<file path="config.mk">
export PLATFORM = sky130hd
export DESIGN_NAME = maxpool_2_2
export DESIGN_NICKNAME = d
export VERILOG_FILES = /design/src/rtl/maxpool_2_2_pkg.sv /design/src/rtl/maxpool_2_2_max2.sv /design/src/rtl/maxpool_2_2.sv
export SDC_FILE = /design/constraint.sdc
export NUM_CORES = 1
export LEC_CHECK = 0
export ABC_AREA = 1
export CORE_UTILIZATION = 58
export CTS_BUF_LIST = sky130_fd_sc_hd__clkbuf_16
export DETAILED_ROUTE_END_ITERATION = 7
export PLACE_DENSITY = 0.95
export SLEW_MARGIN = 15
export SYNTH_ARGS = -nofsm -noshare
export SYNTH_HDL_FRONTEND = slang
export SYNTH_SLANG_ARGS = --single-unit
</file>
<file path="constraint.sdc">
create_clock -name clk -period 4.7 [get_ports clk]
set_input_delay 0.47 -clock clk [delete_from_list [all_inputs] [get_ports clk]]
set_output_delay 0.47 -clock clk [all_outputs]
set_load 0.05 [all_outputs]
</file>
<file path="src/rtl/maxpool_2_2_pkg.sv">
// Shared constants for the 2x2 stride-2 max-pooling stage that follows gen_2_2.
// Pixel width and default map size match the producer; cnt_w sizes the window counters.
package maxpool_2_2_pkg;

    localparam int DEF_DATA_W = 22;
    localparam int DEF_MAP_W  = 6;
    localparam int DEF_MAP_H  = 6;

    // Bits needed to hold a window index 0..n-2 (never less than one bit).
    function automatic int cnt_w(input int n);
        return (n > 2) ? $clog2(n - 1) : 1;
    endfunction

endpackage

</file>
<file path="src/rtl/maxpool_2_2_max2.sv">
// Combinational unsigned maximum of two pixels; ties return either (they are equal).
module max2 #(
    parameter int DATA_W = 22
) (
    input  logic [DATA_W-1:0] a,
    input  logic [DATA_W-1:0] b,
    output logic [DATA_W-1:0] y
);

    assign y = (a >= b) ? a : b;

endmodule

</file>
<file path="src/rtl/maxpool_2_2.sv">
// Keeps the even/even windows of gen_2_2's stride-1 stream and reduces each to its
// maximum over a two-register pipeline, flagging the final pooled pixel of each map.
module maxpool_2_2
    import maxpool_2_2_pkg::*;
#(
    parameter int DATA_W       = DEF_DATA_W,
    parameter int reludata_num = DEF_MAP_W,
    parameter int relurow_num  = DEF_MAP_H
) (
    input  logic                clk,
    input  logic                rstn,
    input  logic                gen_2_2_valid,
    input  logic [2*DATA_W-1:0] x_m_1,
    input  logic [2*DATA_W-1:0] x_m_2,
    output logic                pool_valid,
    output logic [DATA_W-1:0]   pool_data,
    output logic                pool_last
);

    localparam int CW = cnt_w(reludata_num);
    localparam int RW = cnt_w(relurow_num);

    localparam logic [CW-1:0] COL_END  = CW'(reludata_num - 2);
    localparam logic [RW-1:0] ROW_END  = RW'(relurow_num - 2);
    // Last window that survives the floor: odd trailing col/row windows never count.
    localparam logic [CW-1:0] COL_LAST = CW'(2 * (reludata_num / 2) - 2);
    localparam logic [RW-1:0] ROW_LAST = RW'(2 * (relurow_num / 2) - 2);

    logic [CW-1:0]     col_cnt;
    logic [RW-1:0]     row_cnt;
    logic              keep;
    logic              last_win;
    logic [DATA_W-1:0] top_max;
    logic [DATA_W-1:0] bot_max;
    logic [DATA_W-1:0] win_max;
    logic [DATA_W-1:0] m_top;
    logic [DATA_W-1:0] m_bot;
    logic              v1;
    logic              last1;

    // NOTE: every register below uses non-blocking assignment so all stages sample
    // the pre-edge values together; blocking here would collapse the pipeline.
    always_ff @(posedge clk or negedge rstn) begin
        if (!rstn) begin
            col_cnt <= '0;
            row_cnt <= '0;
        end else if (gen_2_2_valid) begin
            if (col_cnt == COL_END) begin
                col_cnt <= '0;
                row_cnt <= (row_cnt == ROW_END) ? '0 : row_cnt + RW'(1);
            end else begin
                col_cnt <= col_cnt + CW'(1);
            end
        end
    end

    assign keep     = gen_2_2_valid & ~col_cnt[0] & ~row_cnt[0];
    assign last_win = (col_cnt == COL_LAST) && (row_cnt == ROW_LAST);

    max2 #(.DATA_W(DATA_W)) u_max_top (
        .a (x_m_1[2*DATA_W-1:DATA_W]),
        .b (x_m_1[DATA_W-1:0]),
        .y (top_max)
    );

    max2 #(.DATA_W(DATA_W)) u_max_bot (
        .a (x_m_2[2*DATA_W-1:DATA_W]),
        .b (x_m_2[DATA_W-1:0]),
        .y (bot_max)
    );

    max2 #(.DATA_W(DATA_W)) u_max_fin (
        .a (m_top),
        .b (m_bot),
        .y (win_max)
    );

    always_ff @(posedge clk or negedge rstn) begin
        if (!rstn) begin
            v1    <= 1'b0;
            last1 <= 1'b0;
            m_top <= '0;
            m_bot <= '0;
        end else begin
            v1    <= keep;
            last1 <= keep & last_win;
            if (keep) begin
                m_top <= top_max;
                m_bot <= bot_max;
            end
        end
    end

    // Data regs load only on a valid beat so pool_data holds between pixels.
    always_ff @(posedge clk or negedge rstn) begin
        if (!rstn) begin
            pool_valid <= 1'b0;
            pool_last  <= 1'b0;
            pool_data  <= '0;
        end else begin
            pool_valid <= v1;
            pool_last  <= last1;
            if (v1) begin
                pool_data <= win_max;
            end
        end
    end

endmodule

</file>
==> impl_metrics.csv, run 1 <==
group,metric,value,unit
cts,cts_hold_buf,0,
cts,cts_sinks,76,
global_routing,grt_pass1_vias,5978,
placement,dp.cells,1088,
global_routing,antenna_found_initial,0,
cts,cts_buffers,9,
yosys,ys_types,32,
detailed_routing,drt_iter0_markers,474,
final_layout,design_area,7710,um^2
yosys,synth_top_area_share,29.8,%
cts,cts_tree,"built",
die,die_w,107,um
die,die_height,107,um
critical_path,crit_path_end_kind,"flop",
final_layout,layout-drive-gt1-share,11.3,%
global_routing,met1_usage,36.7,%
cts,clk_latency,0.34,ns
sta,skew,0.00502,ns
final_layout,fin_cells,1103,
yosys,ys_ff_latch,76,
critical_path,crit_type,"in -> reg",
detailed_routing,antenna_left,0,
global_routing,grt.busiest_layer,"met2",
die,start_util,60.7,%
detailed_routing,detail_route.wl_per_cell,14.4,um
yosys,synth_area,6380,um^2
worst_hold_path,hold_path_class,"in -> async",
global_routing,grt_pass1_wl,27.2,mm
global_routing,grt.overflow.total,0,
die,pin_count,115,
critical_path,critical_path.max_fanout,23,
yosys,ys_seq_area_share,29.8,%
final_layout,fill_cells,763,
sta,setup_slack,1.81,ns
cts,cts_setup_buffers,0,
critical_path,cp.required,4.93,ns
die,core,10500,um^2
final_layout,final_cell_mix,"240 x nand2_1, 166 x inv_1, 113 x clkdlybuf4s50_1",
sta,finalSetupViolCount,0,
global_routing,grtUsageMet3,4.68,%
cts,cts_root_buffer,"clkbuf_16",
placement,dp_hpwl,12.2,mm
sta,timing.setup.tns,0,ns
placement,dpl_worst_slack,1.60,ns
cts,post_cts_resized,0,
critical_path,rrSetupSlack,1.92,ns
yosys,syn_nets,1033,
yosys,postSynthAreaPerCell,7.32,um^2
sta,fmax,346,MHz
final_layout,syn_to_final_growth,20.8,%
cts,cts_max_level,3,
cts,cts_max_path_buffers,2,
detailed_routing,firstDrtPassIters,5,
placement,gp_congestion,0.939,
sta,period_needed,2.89,ns
job,drv_cap,0,
sta,worstMarginPinSlew,1.17,ns
cts,clkTransAtPathRegs,0.05,ns
placement,io_buffers,114,
yosys,yosysWarnings,0,
placement,postPlaceCellArea,7450,um^2
power_and_ir_drop,leakagePower,0.00430,uW
power_and_ir_drop,cellPowerDensity,583,nW/um^2
power_and_ir_drop,vdd_ir_drop_max,489,uV
critical_path,cp-start-kind,"primary input",
sta,final-max-slew-violation-count,0,
global_routing,grt_util_all_layers,29.9,%
global_routing,grt_max_degree,47,
detailed_routing,drt-total-wl,15.9,mm
detailed_routing,vias_per_cell,5.50,
global_routing,grtUsageMet2,52.0,%
detailed_routing,drc,0,
sta,hold_violations,0,
yosys,yosysTopAreaCell,"dfrtp_1",
yosys,syn_inst,872,
status,status,"finished clean",
sta,rsz0062_at_grt,"no",
die,row_count,37,
die,die_area,11400,um^2
final_layout,final_common_cell,"nand2_1",
sta,slew_headroom,22.3,%
yosys,ys_top_cells_by_area,"dfrtp_1 30%, nand2_1 14%, ha_1 14%",
critical_path,critPathArrivalTime,3.11,ns
detailed_routing,vias,6071,
sta,finalCritPeriodShare,61.4,%
final_layout,n_antenna_cell,0,
final_layout,layout.nets,1124,
-- power breakdown --
| part | leakage [uW] | internal, uW | total (uW) | switching [uW] |
|---|---|---|---|---|
| logic | 0.00323 | 934 | 2670 | 1730 |
| clock network | 0.000122 | 348 | 604 | 256 |
| registers | 0.000944 | 962 | 1220 | 259 |
| total | 0.00430 | 2240 | 4490 | 2250 |
-- synthesized netlist by cell type, drive strengths merged --
cell type	n
nor3b	1
buf	31
a21o	6
nand3b	1
nor2	39
dfrtp	76
nor3	2
dlygate4sd1	1
o21a	1
dlymetal6s2s	1
nand3	80
a21oi	18
nand4	66
o21bai	2
ha	70
o21ai	8
clkbuf	3
nand2	293
inv	173
-- cell type report --
| type | instances | area (um^2) | share of cell area (%) |
|---|---|---|---|
| Sequential cell | 76 | 1900 | 24.7 |
| Clock inverter | 6 | 32.5 | 0.422 |
| Timing Repair Buffer | 116 | 1150 | 14.9 |
| Tap cell | 136 | 170 | 2.21 |
| Multi-Input combinational cell | 587 | 3580 | 46.4 |
| Clock buffer | 9 | 225 | 2.92 |
| Inverter | 173 | 649 | 8.42 |
-- stage by stage --
step,util (%),total power (uW),hold slack [ns]
floorplan,-,3260,0.174
global placement,70.9,3700,0.349
detailed placement,70.9,3830,0.342
CTS,73.4,4480,0.218
global route,73.4,4840,0.241
finish,73.4,4490,0.190
-- per-layer routing --
layer	routed length, um	part of all wire, %
met5	0	0
met4	555	3.5
met3	1140	7.2
met2	7690	48
met1	6500	41
-- worst paths after layout --
kind | from | end | depth (start not counted)
hold reg to reg | last1 | pool_last | 0
max in group asynchronous | rstn | m_top[1] | 2
setup / recovery | x_m_1[19] | m_top[18] | 12
min in group clk | last1 | pool_last | 0
setup reg to reg | m_top[17] | pool_data[11] | 12
hold / removal | rstn | pool_data[12] | 1
-- critical path, cell delays in order --
cell and delay, ns:
clkdlybuf4s50_1 0.47, inv_1 0.06, ha_1 0.32, nand2_1 0.09
nor2_2 0.14, nand3b_1 0.13, inv_1 0.07, nand2_1 0.50
nand3_4 0.53, nand2_1 0.15, nand3_1 0.10, nand2_1 0.05
-- registers in the layout (all words and copies together), names as in the netlist --
name        count
pool_valid      1
m_top          22
pool_last       1
m_bot          22
pool_data      22
v1              1
last1           1
col_cnt         3
row_cnt         3
-- cells by family after synthesis --
group / synth area share, %
AND/OR/NAND/NOR: 39.3
AO/OA/AOI/OAI: 3.10
adder cells (fa/ha/maj): 13.7
buffers and inverters: 14.1
flip-flops: 29.8
Power figures use the tool's default switching activity.
==> run 2, diff against run 1 <==
- CORE_UTILIZATION: 58 -> 49
- PLACE_DENSITY: 0.95 -> 0.87
- clock period: 4.7 -> 2.65 ns (I/O delays scaled with it)
==> run 2 against run 1 <==
Non-clock buffer count grew 13. Clock skew grew 0.0028 ns. Die area up 18%. Combinational power grew 81%. Count of clock-buffer cells in the layout stayed put. Largest power group unchanged.
==> impl_metrics.csv, run 2 (synthesized netlist as in run 1, its figures left out) <==
group,metric,value,unit
status,status,"finished clean",
global_routing,grt_pass1_vias,5655,
critical_path,cp_slowest_cell,"dfrtp_1",
global_routing,grt_pass1_wl,26.0,mm
final_layout,final_cell_mix,"240 x nand2_1, 167 x inv_1, 113 x clkdlybuf4s50_1",
die,core,12700,um^2
cts,post_cts_resized,0,
critical_path,crit_path_end_kind,"flop",
cts,cts_tree,"built",
global_routing,grt_max_degree,46,
die,start_util,50.4,%
final_layout,fill_cells,1082,
sta,finalSetupViolCount,0,
sta,skew,0.00778,ns
cts,cts_buffers,9,
sta,rsz0062_at_grt,"no",
sta,final-max-slew-violation-count,0,
detailed_routing,drc,0,
sta,worstMarginPinSlew,0.728,ns
final_layout,fin_cells,1153,
die,row_count,41,
placement,io_buffers,114,
critical_path,critPathArrivalTime,2.47,ns
cts,cts_max_path_buffers,2,
worst_hold_path,hold_path_class,"reg -> reg",
placement,dp.cells,1136,
critical_path,crit_top_cell,"nand2_1",
detailed_routing,vias_per_cell,5.07,
final_layout,regArea,1900,um^2
detailed_routing,firstDrtPassIters,5,
power_and_ir_drop,cellPowerDensity,1050,nW/um^2
final_layout,final_common_cell,"nand2_1",
critical_path,worstPathCellList,"inv_1 > ha_1 > nand2_1 > inv_1 > nand2_1 > nand2_1 > nand2_1 > nand2_1 > nand2_4 > nand3_4 > buf_4 > nand2_4 > nand3_2 > nand2_2",
sta,finalCritPeriodShare,83.1,%
sta,hold_violations,0,
placement,gp_congestion,0.902,
critical_path,critical_path.max_fanout,23,
detailed_routing,drt_iter0_markers,368,
cts,clk_latency,0.34,ns
die,die_area,13500,um^2
die,die_w,116,um
global_routing,grt.overflow.total,0,
critical_path,cp.required,2.92,ns
critical_path,cp-start-kind,"flop",
cts,cts_sinks,76,
detailed_routing,vias,5845,
global_routing,antenna_found_initial,0,
power_and_ir_drop,leakagePower,0.00441,uW
sta,whs,0.359,ns
final_layout,layout.nets,1137,
detailed_routing,detail_route.wl_per_cell,13.0,um
cts,cts_root_buffer,"clkbuf_16",
sta,fmax,454,MHz
power_and_ir_drop,power,8330,uW
die,pin_count,115,
cts,cts_max_level,3,
power_and_ir_drop,vdd_ir_drop_max,515,uV
die,die_height,116,um
cts,clkTransAtPathRegs,0.06,ns
final_layout,top_regs,"m_bot x22, m_top x22, pool_data x22",
cts,cts_setup_buffers,0,
placement,dp_hpwl,11.9,mm
global_routing,grt_util_all_layers,24.3,%
final_layout,n_antenna_cell,0,
sta,period_needed,2.20,ns
sta,timing.setup.tns,0,ns
job,drv_cap,0,
critical_path,crit_type,"reg -> reg",
final_layout,multi_input_area,3580,um^2
critical_path,max_stage_delay,0.37,ns
sta,slew_headroom,51.5,%
final_layout,layout-drive-gt1-share,12.4,%
final_layout,syn_to_final_growth,24.6,%
cts,cts_hold_buf,1,
detailed_routing,antenna_left,0,
detailed_routing,drt-total-wl,15.0,mm
[run 2: changes by cell type in the layout (fill, tap and decap cells not counted), moves of 2 or more]
cell and change:
bufinv_16 +3, buf_4 +11, clkinvlp_4 -2, clkinv_2 -2
[run 2: final timing paths]
check	from	to	slack [ns]	cells after the start
worst max-delay path	m_bot[9]	pool_data[18]	0.45	14
worst min-delay path	last1	pool_last	0.36	0
worst max register to register	m_bot[9]	pool_data[18]	0.45	14
worst min register to register	last1	pool_last	0.36	0
max in group asynchronous	rstn	m_bot[4]	1.52	3
min in group asynchronous	rstn	pool_data[18]	0.40	2
[run 2: layer usage]
| metal | GRT usage (%) | vias to the layer above | wire [um] |
|---|---|---|---|
| met2 | 41.0 | 170 | 7110 |
| met3 | 4.20 | 32 | 672 |
| li1 | - | 2962 | - |
| met4 | 7.09 | 0 | 312 |
| met5 | 0 | - | 0 |
| met1 | 32.1 | 2681 | 6910 |
[run 2: critical path: cells and delay by family (launching register included)]
family,cells,cell delay [ns]
buf+inv,3,0.45
flops,1,0.37
simple gates,10,1.04
fa+ha+maj,1,0.26
[run 2: cell type report]
cell class	instances	area share, %
Multi-Input combinational cell	587	45.0
Clock buffer	9	2.83
Sequential cell	76	23.9
Tap cell	172	2.71
Clock inverter	7	1.45
Inverter	173	8.17
Timing Repair Buffer	129	15.9
[run 2: power breakdown]
group | total [uW] | internal [uW] | leakage [uW] | switching [uW]
logic | 4830 | 1750 | 0.00330 | 3080
registers | 2110 | 1710 | 0.000944 | 407
clock network | 1390 | 918 | 0.000169 | 472
total | 8330 | 4380 | 0.00441 | 3950
[run 2: per-stage QoR]
step                      setup slack [ns]  instance area, um^2  utilization (%)
after global routing                 0.287                 7950             62.7
after global placement               0.321                 7600             60.0
after detailed placement             0.307                 7600             60.0
after CTS                            0.460                 7950             62.7
final                                0.449                 7950             62.7
after floorplan                      0.921                 6380                -
==> run 3, diff against run 2 <==
- CORE_UTILIZATION: 49 -> 54
- PLACE_DENSITY: 0.87 -> 0.91
- clock period: 2.65 -> 2.2 ns (I/O delays scaled with it)
==> run 3 against run 2 <==
Total power increased by 21%. Clock skew increased by 0.0012 ns. Clock power grew 3%. Combinational power rose by 25%. Worst hold slack got worse by 0.011 ns. Die area fell by 9.1%. Core utilization increased by 6.8 points. Cell area rose by 0.35%. Count of clock-buffer cells in the layout is the same. Critical path type is now in -> reg.
==> impl_metrics.csv, run 3 (synthesized netlist as in run 1, its figures left out) <==
group,metric,value,unit
placement,io_buffers,114,
power_and_ir_drop,vdd_ir_drop_max,1170,uV
critical_path,r2r-start,"m_top[17]",
power_and_ir_drop,cellPowerDensity,1260,nW/um^2
cts,cts_buffers,9,
critical_path,critPathArrivalTime,2.29,ns
power_and_ir_drop,power,10100,uW
detailed_routing,drc,0,
sta,period_needed,2.07,ns
die,start_util,55.7,%
worst_hold_path,min-delay-start,"last1",
critical_path,cp_slowest_cell,"clkdlybuf4s50_1",
sta,finalSetupViolCount,0,
global_routing,grt_pass1_vias,5792,
placement,dp_hpwl,11.9,mm
sta,hold_violations,0,
sta,rsz0062_at_grt,"no",
sta,finalCritPeriodShare,93.9,%
detailed_routing,antenna_left,0,
critical_path,crit_path_end_kind,"flop",
placement,gp_congestion,0.890,
cts,cts_tree,"built",
detailed_routing,firstDrtPassIters,5,
status,status,"finished clean",
critical_path,cp-start-kind,"primary input",
final_layout,layout-drive-gt1-share,13.0,%
die,die_w,111,um
critical_path,cp.required,2.42,ns
global_routing,grt_pass1_wl,26.2,mm
global_routing,grt.overflow.total,0,
global_routing,grt_util_all_layers,26.0,%
job,drv_cap,0,
final_layout,final_common_cell,"nand2_1",
sta,setup_slack,0.133,ns
final_layout,top_regs,"m_bot x22, m_top x22, pool_data x22",
placement,dp.cells,1113,
sta,fmax,484,MHz
worst_hold_path,hold_path_class,"reg -> reg",
die,die_height,111,um
detailed_routing,detail_route.wl_per_cell,13.8,um
critical_path,crit_path_start,"x_m_1[19]",
cts,cts_max_level,3,
final_layout,final_cell_mix,"240 x nand2_1, 168 x inv_1, 113 x clkdlybuf4s50_1",
critical_path,max_stage_delay,0.46,ns
critical_path,critical_path.max_fanout,22,
cts,clkTransAtPathRegs,0.06,ns
detailed_routing,drt_iter0_markers,378,
die,row_count,39,
sta,slew_headroom,51.4,%
global_routing,grt_max_degree,77,
critical_path,worstPathCellList,"clkdlybuf4s50_1 > inv_1 > ha_1 > a21oi_1 > nor2_1 > nor2_1 > nand2_1 > nor2_4 > buf_4 > nand4_1 > nand3_1 > nand2_1",
final_layout,syn_to_final_growth,25.0,%
sta,final-max-slew-violation-count,0,
final_layout,n_antenna_cell,0,
global_routing,antenna_found_initial,0,
die,pin_count,115,
final_layout,fin_cells,1132,
sta,worstMarginPinSlew,0.728,ns
cts,cts_max_path_buffers,2,
detailed_routing,vias,5993,
critical_path,crit_type,"in -> reg",
cts,cts_sinks,76,
die,die_area,12300,um^2
power_and_ir_drop,leakagePower,0.00445,uW
cts,cts_root_buffer,"clkbuf_16",
detailed_routing,drt-total-wl,15.7,mm
sta,timing.setup.tns,0,ns
cts,clk_latency,0.34,ns
final_layout,postLayoutCoreUtil,69.6,%
placement,dpl_worst_slack,-0.116,ns
final_layout,layout.nets,1145,
sta,skew,0.00900,ns
die,core,11500,um^2
detailed_routing,vias_per_cell,5.29,
-- run 3: worst max-delay path, delay by kind of cell --
| family | cells | cell delay (ns) |
|---|---|---|
| buffers and inverters | 3 | 0.79 |
| AOI/OAI and AO/OA | 1 | 0.20 |
| and+or+nand+nor | 7 | 0.74 |
| adders and majority gates | 1 | 0.32 |
-- run 3: through the flow --
| stage | cell area, um^2 | hold slack, ns |
|---|---|---|
| 5_1_grt | 7980 | 0.364 |
| 3_5_place_dp | 7650 | 0.282 |
| 4_1_cts | 7940 | 0.350 |
| 3_3_place_gp | 7650 | 0.281 |
| 6_report | 7980 | 0.348 |
| 2_1_floorplan | 6380 | -0.0756 |
-- run 3: path summary, 6_finish.rpt --
path                                  to  slack (ns)  depth (start not counted)
hold reg to reg                pool_last        0.35                          0
min in group asynchronous  pool_data[19]        0.45                          3
setup reg to reg            pool_data[1]        0.15                         12
hold / removal                 pool_last        0.35                          0
setup / recovery               m_top[21]        0.13                         12
max in group asynchronous       m_bot[9]        1.45                          3
-- run 3: per-layer routing --
layer / vias to the layer above / share of wire, % / global-route usage [%]
met1: 2722 / 43 / 34.0
met2: 235 / 48 / 42.9
met4: 0 / 3.8 / 10.7
met3: 50 / 5.8 / 4.16
li1: 2986 / - / -
met5: - / 0 / 0
-- run 3: cell type report --
class,count,area [um^2]
Inverter,173,649
Timing Repair Buffer,137,1380
Fill cell,833,3490
Multi-Input combinational cell,587,3580
Sequential cell,76,1900
Tap cell,143,179
Clock buffer,9,225
Clock inverter,7,60.1
-- run 3: where the power goes --
part	total [uW]	internal, uW	leakage [uW]	switching, uW
clock network	1430	864	0.000149	562
registers	2570	2060	0.000944	518
logic	6060	2260	0.00335	3790
total	10100	5180	0.00445	4870
-- run 3: repair_timing --
action                     in CTS  in global routing
hold endpoints to repair       76                  0
hold buffers                    1                  0
setup buffers                   0                  1
gates resized for setup         0                  1
setup endpoints to repair       0                 22
